$ cat config.mk
export PLATFORM = sky130hd
export DESIGN_NAME = demux_reg_1x4
export DESIGN_NICKNAME = d
export VERILOG_FILES = /design/src/rtl/demux_reg_1x4.sv
export SDC_FILE = /design/constraint.sdc
export NUM_CORES = 1
export LEC_CHECK = 0
export ABC_AREA = 1
export CAP_MARGIN = 20
export CORE_MARGIN = 8
export CORE_UTILIZATION = 30
export CTS_CLUSTER_DIAMETER = 150
export DETAILED_ROUTE_END_ITERATION = 10
export GPL_TIMING_DRIVEN = 0
export HOLD_SLACK_MARGIN = 0.03
export PLACE_DENSITY = 0.53
export SETUP_SLACK_MARGIN = 0.05
export SKIP_LAST_GASP = 1
export SLEW_MARGIN = 20
export SYNTH_ARGS = -nofsm -noshare
export SYNTH_HDL_FRONTEND = slang
export SYNTH_SLANG_ARGS = --single-unit
$ cat constraint.sdc
create_clock -name clock -period 1.3 [get_ports clock]
set_clock_uncertainty 0.2 [all_clocks]
set_input_delay 0.39 -clock clock [delete_from_list [all_inputs] [get_ports clock]]
set_output_delay 0.39 -clock clock [all_outputs]
set_load 0.02 [all_outputs]
$ cat src/rtl/demux_reg_1x4.sv
// ============================================================================
// Module  : demux_reg_1x4
// Brief   : Registered 1-to-4 demultiplexer with a wrap-around write pointer,
//           per-slot valid flags, a full flag and a fill-complete pulse.
// Revision: 1.0 - initial release
// ============================================================================
`default_nettype none

module demux_reg_1x4 #(
  parameter int WIDTH = 4
) (
  input  logic             clock,
  input  logic             reset_n,
  input  logic             clear,
  input  logic             load,
  input  logic             auto,
  input  logic [1:0]       sel,
  input  logic [WIDTH-1:0] in,
  output logic [WIDTH-1:0] out0,
  output logic [WIDTH-1:0] out1,
  output logic [WIDTH-1:0] out2,
  output logic [WIDTH-1:0] out3,
  output logic [3:0]       valid,
  output logic [1:0]       ptr,
  output logic             full,
  output logic             done
);

  localparam logic [3:0] c_all_valid = 4'b1111;

  logic [1:0] w_dest;
  logic [3:0] w_valid_nxt;

  assign w_dest      = auto ? ptr : sel;
  assign w_valid_nxt = valid | (4'b0001 << w_dest);
  assign full        = &valid;

  always_ff @(posedge clock or negedge reset_n) begin
    if (!reset_n) begin
      out0  <= '0;
      out1  <= '0;
      out2  <= '0;
      out3  <= '0;
      valid <= '0;
      ptr   <= '0;
      done  <= 1'b0;
    end else if (clear) begin
      out0  <= '0;
      out1  <= '0;
      out2  <= '0;
      out3  <= '0;
      valid <= '0;
      ptr   <= '0;
      done  <= 1'b0;
    end else begin
      done <= 1'b0;
      if (load) begin
        case (w_dest)
          2'd0:    out0 <= in;
          2'd1:    out1 <= in;
          2'd2:    out2 <= in;
          default: out3 <= in;
        endcase
        valid <= w_valid_nxt;
        if (auto) begin
          ptr <= ptr + 2'd1;
        end
        // Pulse only on the load that completes the set, not on overwrites.
        done <= (valid != c_all_valid) && (w_valid_nxt == c_all_valid);
      end
    end
  end

endmodule

`default_nettype wire
# == Word level (Yosys, flattened, before mapping) ==
# Index checks and enable logic that the tools add are counted.
# totals
register_bits,23
inputBits,11
output_inout_bits,24
elab_cells,49
# op_classes
n_addsub,1
eq_ne,5
shifts,1
muxes,20
n_bitwise,1
n_reduce_logical,14
# ops
op,n
4-bit 2-to-1 mux,14
2-bit AND reduction,5
2-bit nonzero test,5
2-bit 2-to-1 mux,4
"4-bit == test, second input constant",1
"4-bit != test, second input constant",1
4-bit bitwise OR,1
4-bit AND reduction,1
"1-bit by 2-bit << shifter with 4-bit output, first input constant",1
3-bit OR reduction,1
"2-bit by 1-bit adder with 2-bit output, second input constant",1
"2-bit by 1-bit == test with 1-bit output, second input constant",1
"2-bit == test, second input constant",1
2-bit logical NOT,1
1-bit 2-to-1 mux,2
"2-bit by 1-bit != test with 1-bit output, second input constant",1
1-bit logical AND,1

# == Depth between registers and ports, before layout ==
# Gate-level depths: netlist of the first run.
# logic_depth
word_depth,7
mapped_depth,8
mapped_depth_nobuf,8

# == Worst setup path before layout of the first run ==
# OpenSTA, ideal clock, no wires.
# synth_path
kind,register to output
start,reg valid[0]
end,out full
arrival_ns,0.857
required_time_ns,0.710
path_slack_ns,-0.147
stages_incl_launch_ff,3
path_buffers,0
cell_sequence,dfrtp_1 nand2_1 nor2_1
# synth_between
elab_chain_len,1
# synth_lines
item,line_no,source
from (decl),23,"output logic [3:0] valid,"
from (signal assigned),64,valid <= w_valid_nxt;
4-bit AND reduction,36,assign full = &valid;
to (decl),25,"output logic full,"
# No other way between the ends.

# == Final worst setup path of the first run ==
# layout_path
start,reg valid[2]
end,out full
# Same word-level chain as after synthesis.

==> impl_metrics.ini, run 1 <==
[clock_tree]
clk_latency_ps = 300
clk_pin_slew_ps = 130
htree_levels = 1
cts_tree = done
cts_root_buf = clkbuf_4
cts_buffers = 3
ctsLongestPathBuffers = 2
numClockSinks = 23

[floorplanning]
core_um2 = 3363
io_pins = 35
die_x_um = 75.40
num_rows = 21
fp.dieH_um = 75.40
die_area_um2 = 5685
start_util = 0.3147

[logic_synthesis]
ys_types = 17
ys_seq_area_frac = 0.5437
syn_inst = 123
synth-warning-count = 0
synth_area_leader_cell = dfrtp_1
synth_nets = 134
synth_seq_cells = 23
synth.area.top_cells = dfrtp_1 54%, nand2_1 13%, nand3_1 8.5%
synth_top_area_frac = 0.5437
synth_area_per_cell_um2 = 8.606
synth_area_um2 = 1059

[cells_and_area]
multiInputGateArea_um2 = 675.6
nNetsFinal = 198
final_cell_count_no_fill = 232
diodes = 0
syn_to_final_growth_pct = 89.24
layout-drive-gt1-share = 0.6398
fillers = 317
final_common_cell = buf_6
register_area_um2 = 583.1
layout_common_cells = 28 x buf_6, 21 x nand2_1, 19 x buf_4

[pwr]
p_sw_uw = 471.5
clockPowerShare = 0.220
power.share.combinational = 0.274
irDropWorstVdd_uv = 487.2
p_per_area_nw_per_um2 = 757.0
p_seq_frac = 0.506
sw_frac_of_total = 0.3109
leakagePower_nw = 0.9637
p_int_mw = 1.045

[critical_path]
worst_ep_required_time_ps = 710
timing.rr.end = out2[1]
worst-setup-path-type = flop to output pin
path_buf_inv = 1
crit-reg2reg-launch = ptr[0]
worstPathCellList = nand2_2 -> nor2_4 -> buf_6
ff2ff_path_depth = 8
max_stage_delay_ps = 400
endpoint = full
crit_cells = 3
critPathArrivalTime_ps = 1010
cp-start-kind = flop
critPathLaunch = valid[2]
crit_path_end_kind = output pin
cp_max_fo = 3
path_delay_family = flip-flops
crit_slowest_cell = dfrtp_2
r2r_slack_ps = -120

[timing]
rsz0062_at_grt = true
whs_ps = -41.24
finalWorstSetupSlack_ps = -300.8
max_freq_mhz = 624.7
setup_tns_ps = -5737
worst_slew_pin_slew_ps = 604.6
post-route-min-period_ps = 1601
relSlewSlack = 0.5969
finalMaxSlewViolations = 0
finalSetupViolCount = 44
finalHoldViolCount = 23
period_share = 1.231

[grt]
grt_pass1_wl_um = 5009
grt_max_degree = 24
overflow = 0
grtUsageTotal = 0.1146
antenna_found_initial = 0
grt_pass1_vias = 1077

[placed_design]
dp_hpwl_um = 2038
dp_slack_ps = -722.4
place_congestion = 0.7440
buffer_ports.inserted = 34
place_inst = 203

[worst_hold_path]
hold_class = primary input to asynchronous set/reset pin

[status]
violations = hold timing, setup timing
outcome = finished, violations left

[routing]
drt_iter0_markers = 49
vias = 1083
ant_nets = 0
wl_per_cell_um = 13.86
drt-pass1-iter-count = 4
via_per_inst = 4.668
drc = 0
routed_wl_um = 3216

[run]
max_cap_violations = 0
[flip-flops by register name, indices dropped and copies added, names as in the netlist]
register,count
ptr,2
out0,4
out3,4
done,1
valid,4
out2,4
out1,4
[per-layer routing]
| layer | routed length, um | up-vias | track usage |
|---|---|---|---|
| met4 | 19 | 0 | 0.03838 |
| met1 | 1388 | 519 | 0.1441 |
| met5 | 0 | - | 0 |
| li1 | - | 530 | - |
| met3 | 317 | 2 | 0.04737 |
| met2 | 1491 | 32 | 0.1726 |
[final cells by class]
class,instances,share of cell area
buffer,2,0.007495
multi-input combinational,85,0.3373
tap,46,0.02873
inverter,15,0.03810
timing repair buffer,57,0.2842
sequential,23,0.2911
clock buffer,4,0.01312
[how the worst min path moves through the flow]
stage | slack [ps] | startpoint | to | depth (start not counted)
finish | -40 | reset_n | out2[1] | 1
detailed placement | 290 | out0[2] | out0[2] | 2
global placement | 290 | out2[3] | out2[3] | 2
floorplan | -110 | reset_n | done | 0
global route | -10 | reset_n | out2[1] | 1
CTS | -20 | reset_n | out0[1] | 1
[repair_timing]
item	in CTS	in global routing
setup endpoints to repair	70	46
hold endpoints to repair	23	23
gates cloned	2	0
gates resized for setup	202	18
buffers inserted	12	12
pin swaps	21	6
[through the flow]
| stage | total power [mW] | utilization | area, um^2 | hold WS (ps) |
|---|---|---|---|---|
| 6_report | 1.516 | 0.5956 | 2003 | -41.24 |
| 5_1_grt | 1.593 | 0.5956 | 2003 | -12.93 |
| 4_1_cts | 1.486 | 0.5510 | 1853 | -23.77 |
| 3_5_place_dp | 1.050 | 0.4427 | 1489 | 293.9 |
| 3_3_place_gp | 1.049 | 0.4427 | 1489 | 291.3 |
| 2_1_floorplan | 0.9153 | - | 1091 | -105.6 |
[cell families (layout without fill, tap and decap cells)]
family	count (synthesis)	count (layout)	share of synthesized area
AND/OR/NAND/NOR	68	70	0.3144
flip-flops	23	23	0.5437
buffers and inverters	17	78	0.07092
AO/OA/AOI/OAI	15	15	0.07092
[power by group through the flow]
stage               Clock [mW]  Combinational, mW  Sequential [mW]
global route             0.375              0.448            0.771
floorplan                    0              0.106            0.809
CTS                      0.346              0.371            0.768
detailed placement           0              0.275            0.776
global placement             0              0.273            0.775
finish                   0.333              0.416            0.767
[synth_stat cells]
library cell	instances
a21oi_1	6
buf_2	2
clkinv_2	1
clkinv_4	1
dfrtp_1	23
inv_1	11
inv_2	1
inv_4	1
nand2_1	38
nand2_2	3
nand2_4	1
nand3_1	18
nand3_2	2
nand3_4	2
nor2_1	4
o21ai_0	1
o21ai_1	8
No activity file was read; power rests on OpenSTA's default activity.
==> run 2, diff against run 1 <==
--- a/constraint.sdc
+++ b/constraint.sdc
@@ -3,3 +3,3 @@
 set_input_delay 0.39 -clock clock [delete_from_list [all_inputs] [get_ports clock]]
 set_output_delay 0.39 -clock clock [all_outputs]
-set_load 0.02 [all_outputs]
+set_load 0.01 [all_outputs]
==> run 2 against run 1 <==
Effect of this change:
- utilization shrank 4.5 points
- sequential power shrank 1%
- sequential share of layout area grew 2.0 points
- flip-flop and latch count is the same
- highest routed layer unchanged
- worst hold slack gained 160 ps
- die area is the same
- non-clock buffer count is the same
- the flow finishes with violations (setup timing)
- combinational power shrank 12%
- clock-buffer cell count shrank 1
- power shrank 3.7%
- setup slack lost 20 ps
==> impl_metrics.ini, run 2 (synthesis gave the netlist of run 1 again) <==
[cells_and_area]
nNetsFinal = 198
multiInputGateArea_um2 = 654.4
final_cell_count_no_fill = 232
syn_to_final_growth_pct = 74.82
register_area_um2 = 575.6
layout-drive-gt1-share = 0.6075
fillers = 347
diodes = 0
final_common_cell = dfrtp_1
layout_common_cells = 23 x dfrtp_1, 22 x nand2_1, 20 x buf_2

[critical_path]
worst-setup-path-type = flop to output pin
max_stage_delay_ps = 390
worst_ep_required_time_ps = 710
crit_slowest_cell = dfrtp_1
critPathArrivalTime_ps = 1030
path_delay_family = flip-flops
cp_max_fo = 2
cp-start-kind = flop
timing.rr.end = out0[1]
crit-reg2reg-launch = ptr[0]
path_buf_inv = 1
crit_path_end_kind = output pin
crit_cells = 3
worstPathCellList = nand2_1 -> nor2_2 -> buf_2
r2r_slack_ps = -110
ff2ff_path_depth = 8

[clock_tree]
ctsLongestPathBuffers = 2
htree_levels = 1
clk_pin_slew_ps = 130
clk_latency_ps = 310
numClockSinks = 23
cts_tree = done
cts_buffers = 3
cts_root_buf = clkbuf_4

[timing]
worst_slew_pin_slew_ps = 525.7
rsz0062_at_grt = true
post-route-min-period_ps = 1621
max_freq_mhz = 617.0
finalSetupViolCount = 44
finalMaxSlewViolations = 0
finalWorstSetupSlack_ps = -320.6
period_share = 1.247
finalHoldViolCount = 0
relSlewSlack = 0.6496

[routing]
via_per_inst = 4.711
drc = 0
ant_nets = 0
vias = 1093
drt_iter0_markers = 51
wl_per_cell_um = 13.88
routed_wl_um = 3220
drt-pass1-iter-count = 4

[run]
max_cap_violations = 0

[pwr]
irDropWorstVdd_uv = 382.1
power.total_mw = 1.461
leakagePower_nw = 0.9399
p_per_area_nw_per_um2 = 789.4

[floorplanning]
fp.dieH_um = 75.40
die_x_um = 75.40
die_area_um2 = 5685
io_pins = 35
start_util = 0.3147
num_rows = 21
core_um2 = 3363

[worst_hold_path]
min_from = clear
hold_class = primary input to flop
min_to = valid[2]
min_path_cells = 2

[grt]
grt_pass1_vias = 1131
grtUsageTotal = 0.1165
grt_pass1_wl_um = 5168
overflow = 0
antenna_found_initial = 0
grt_max_degree = 24

[status]
outcome = finished, violations left
violations = setup timing

[placed_design]
place_inst = 203
place_congestion = 0.7450
dp_hpwl_um = 2027
buffer_ports.inserted = 34
run 2: cell count changes in the layout (fill, tap and decap cells not counted), sizes merged:
cell	change
dlygate4sd3	+1
clkinv	+1
clkdlybuf4s15	-2
run 2: how the worst max path moves through the flow:
stage,start,slack (ps),to
6_report,valid[0],-320,full
5_1_grt,valid[3],-400,full
4_1_cts,valid[3],-330,full
3_5_place_dp,auto,-630,out3[3]
3_3_place_gp,auto,-630,out3[3]
2_1_floorplan,valid[0],50,full
run 2: power by group:
group	total, mW	switching (mW)	internal, mW	leakage (nW)
clock network	0.336	0.221	0.115	0.0177
logic	0.366	0.210	0.156	0.606
registers	0.759	0.0174	0.742	0.316
run 2: worst register-to-register path, stage by stage (launching register included):
cell and delay, ps:
dfrtp_1 420, buf_6 130, nand2_4 70, nand2_8 90, inv_8 80, nand3_4 140, clkinv_4 120, nand2_2 50
nand2_1 50
run 2: metal layers:
layer  vias to the layer above  GRT usage  share of wire  wire (um)
li1                        527          -              -          -
met1                       535     0.1450           0.45       1439
met2                        27     0.1831           0.48       1531
met3                         4    0.03289          0.066        211
met4                         0    0.05117          0.011         37
met5                         -          0              0          0
run 2: through the flow:
stage          setup TNS (ps)  setup slack (ps)  cell area (um^2)    util  hold slack (ps)
2_1_floorplan               0             51.08              1066       -           -105.6
3_3_place_gp           -30600            -625.3              1464  0.4353            291.6
3_5_place_dp           -31480            -632.6              1464  0.4353            290.9
4_1_cts                 -5160            -333.4              1687  0.5015            174.5
5_1_grt                 -7056            -396.4              1851  0.5502            96.67
6_report                -5165            -320.6              1851  0.5502            114.8
run 2: final cells by class:
cell class	instances	share of cell area
Tap cell	46	0.03110
Inverter	15	0.04124
Sequential cell	23	0.3110
Clock inverter	1	0.002705
Multi-Input combinational cell	85	0.3536
Buffer	2	0.008114
Clock buffer	3	0.01217
Timing Repair Buffer	57	0.2400
run 2: what timing repair did:
action / in CTS / in global routing
setup buffers: 12 / 11
setup endpoints to repair: 70 / 47
pin swaps: 19 / 9
hold endpoints to repair: 0 / 23
resized for setup: 154 / 23
hold buffers: 0 / 1
gates cloned: 2 / 0
==> run 3, diff against run 2 <==
Settings changed: SLEW_MARGIN 20 to 40.
Clock period 1.3 ns to 1.58 ns, I/O delays scaled along.
==> run 3 against run 2 <==
Effect of this change:
- the flow still finishes with violations (setup timing)
- final cell count fell by 4.3%
- sequential power fell by 18%
- power fell by 23%
- largest power group unchanged
==> impl_metrics.ini, run 3 (synthesis gave the netlist of run 1 again) <==
[routing]
vias = 1023
routed_wl_um = 2849
ant_nets = 0
drc = 0
drt-pass1-iter-count = 4
via_per_inst = 4.608
drt_iter0_markers = 45
wl_per_cell_um = 12.83

[critical_path]
worstPathCellList = nand2_1 -> nor2_2 -> buf_2
path_delay_family = flip-flops
max_stage_delay_ps = 390
critPathArrivalTime_ps = 1010
crit_slowest_cell = dfrtp_1
cp_max_fo = 2
crit_path_end_kind = output pin
worst_ep_required_time_ps = 910
cp-start-kind = flop
path_buf_inv = 1
worst-setup-path-type = flop to output pin

[grt]
antenna_found_initial = 0
grt_pass1_vias = 1026
grt_max_degree = 24
overflow = 0
grtUsageTotal = 0.1008
grt_pass1_wl_um = 4457

[cells_and_area]
layout-drive-gt1-share = 0.3523
final_common_cell = nand2_1
fillers = 366
fin_util = 0.4688
layout_common_cells = 35 x nand2_1, 23 x dfrtp_1, 21 x buf_2
syn_to_final_growth_pct = 48.94
nNetsFinal = 188
diodes = 0

[pwr]
power.total_mw = 1.129
irDropWorstVdd_uv = 308.5
leakagePower_nw = 0.8698
p_per_area_nw_per_um2 = 715.9

[clock_tree]
clk_pin_slew_ps = 130
clk_latency_ps = 300
cts_tree = done
cts_root_buf = clkbuf_4
cts_buffers = 3
numClockSinks = 23
ctsLongestPathBuffers = 2
htree_levels = 1

[status]
outcome = finished, violations left
violations = setup timing

[timing]
period_share = 1.068
setup_tns_ps = -335.0
max_freq_mhz = 592.4
worst_slew_pin_slew_ps = 553.2
finalWorstSetupSlack_ps = -108.1
relSlewSlack = 0.6312
finalSetupViolCount = 5
finalMaxSlewViolations = 0
finalHoldViolCount = 0
rsz0062_at_grt = true
post-route-min-period_ps = 1688

[floorplanning]
die_x_um = 75.40
fp.dieH_um = 75.40
core_um2 = 3363
io_pins = 35
die_area_um2 = 5685
start_util = 0.3147
num_rows = 21

[placed_design]
dp_hpwl_um = 2039
buffer_ports.inserted = 34
place_congestion = 0.7667

[run]
max_cap_violations = 0

[worst_hold_path]
hold_class = flop to flop
run 3: worst paths after layout:
check	from	endpoint	slack (ps)	cells past startpoint
max	valid[2]	full	-110	3
min	out0[2]	out0[2]	320	2
max reg2reg	ptr[0]	out0[2]	150	8
min reg2reg	out0[2]	out0[2]	320	2
max in group asynchronous	reset_n	out1[1]	370	2
min in group asynchronous	reset_n	out0[3]	450	2
run 3: per-layer routing:
| layer | GRT usage | up-vias | wire length, um |
|---|---|---|---|
| li1 | - | 505 | - |
| met1 | 0.1213 | 486 | 1380 |
| met2 | 0.1601 | 30 | 1226 |
| met3 | 0.03421 | 2 | 227 |
| met4 | 0.04264 | 0 | 15 |
| met5 | 0 | - | 0 |
run 3: what timing repair did:
| action | 4_1_cts | 5_1_grt |
|---|---|---|
| endpoints found under the setup margin | 46 | 39 |
| resized for setup | 107 | 13 |
| hold endpoints to repair | 23 | 0 |
| pin swaps | 2 | 5 |
| hold buffers | 1 | 0 |
| gates cloned | 0 | 1 |
| buffers inserted | 10 | 3 |
run 3: through the flow:
stage          std cells  setup WS [ps]  instance area [um^2]  hold slack (ps)
3_3_place_gp         203         -429.0                  1456            290.5
5_1_grt              222         -187.3                  1577            335.4
2_1_floorplan        123          247.1                  1059           -21.59
3_5_place_dp         203         -432.2                  1451            280.8
6_report             222         -108.1                  1577            320.4
4_1_cts              218         -131.5                  1479            322.3
run 3: area by class of cell:
type / instances / area [um^2] / share of cell area
buffer: 2 / 12.51 / 0.007937
sequential: 23 / 575.6 / 0.3651
inverter: 15 / 66.31 / 0.04206
timing repair buffer: 48 / 379.1 / 0.2405
tap: 46 / 57.56 / 0.03651
clock buffer: 3 / 22.52 / 0.01429
clock inverter: 1 / 5.005 / 0.003175
multi-input combinational: 84 / 457.9 / 0.2905
run 3: where the power goes:
part | internal (mW) | total (mW) | switching (mW)
Combinational | 0.104 | 0.236 | 0.132
Sequential | 0.610 | 0.623 | 0.0129
Clock | 0.0944 | 0.269 | 0.175
Total | 0.809 | 1.13 | 0.320
run 3: worst min-delay path, delay by kind of cell, from the launching register on:
family,cells,cell delay [ps]
flip-flops,1,370
AND/OR/NAND/NOR,2,140
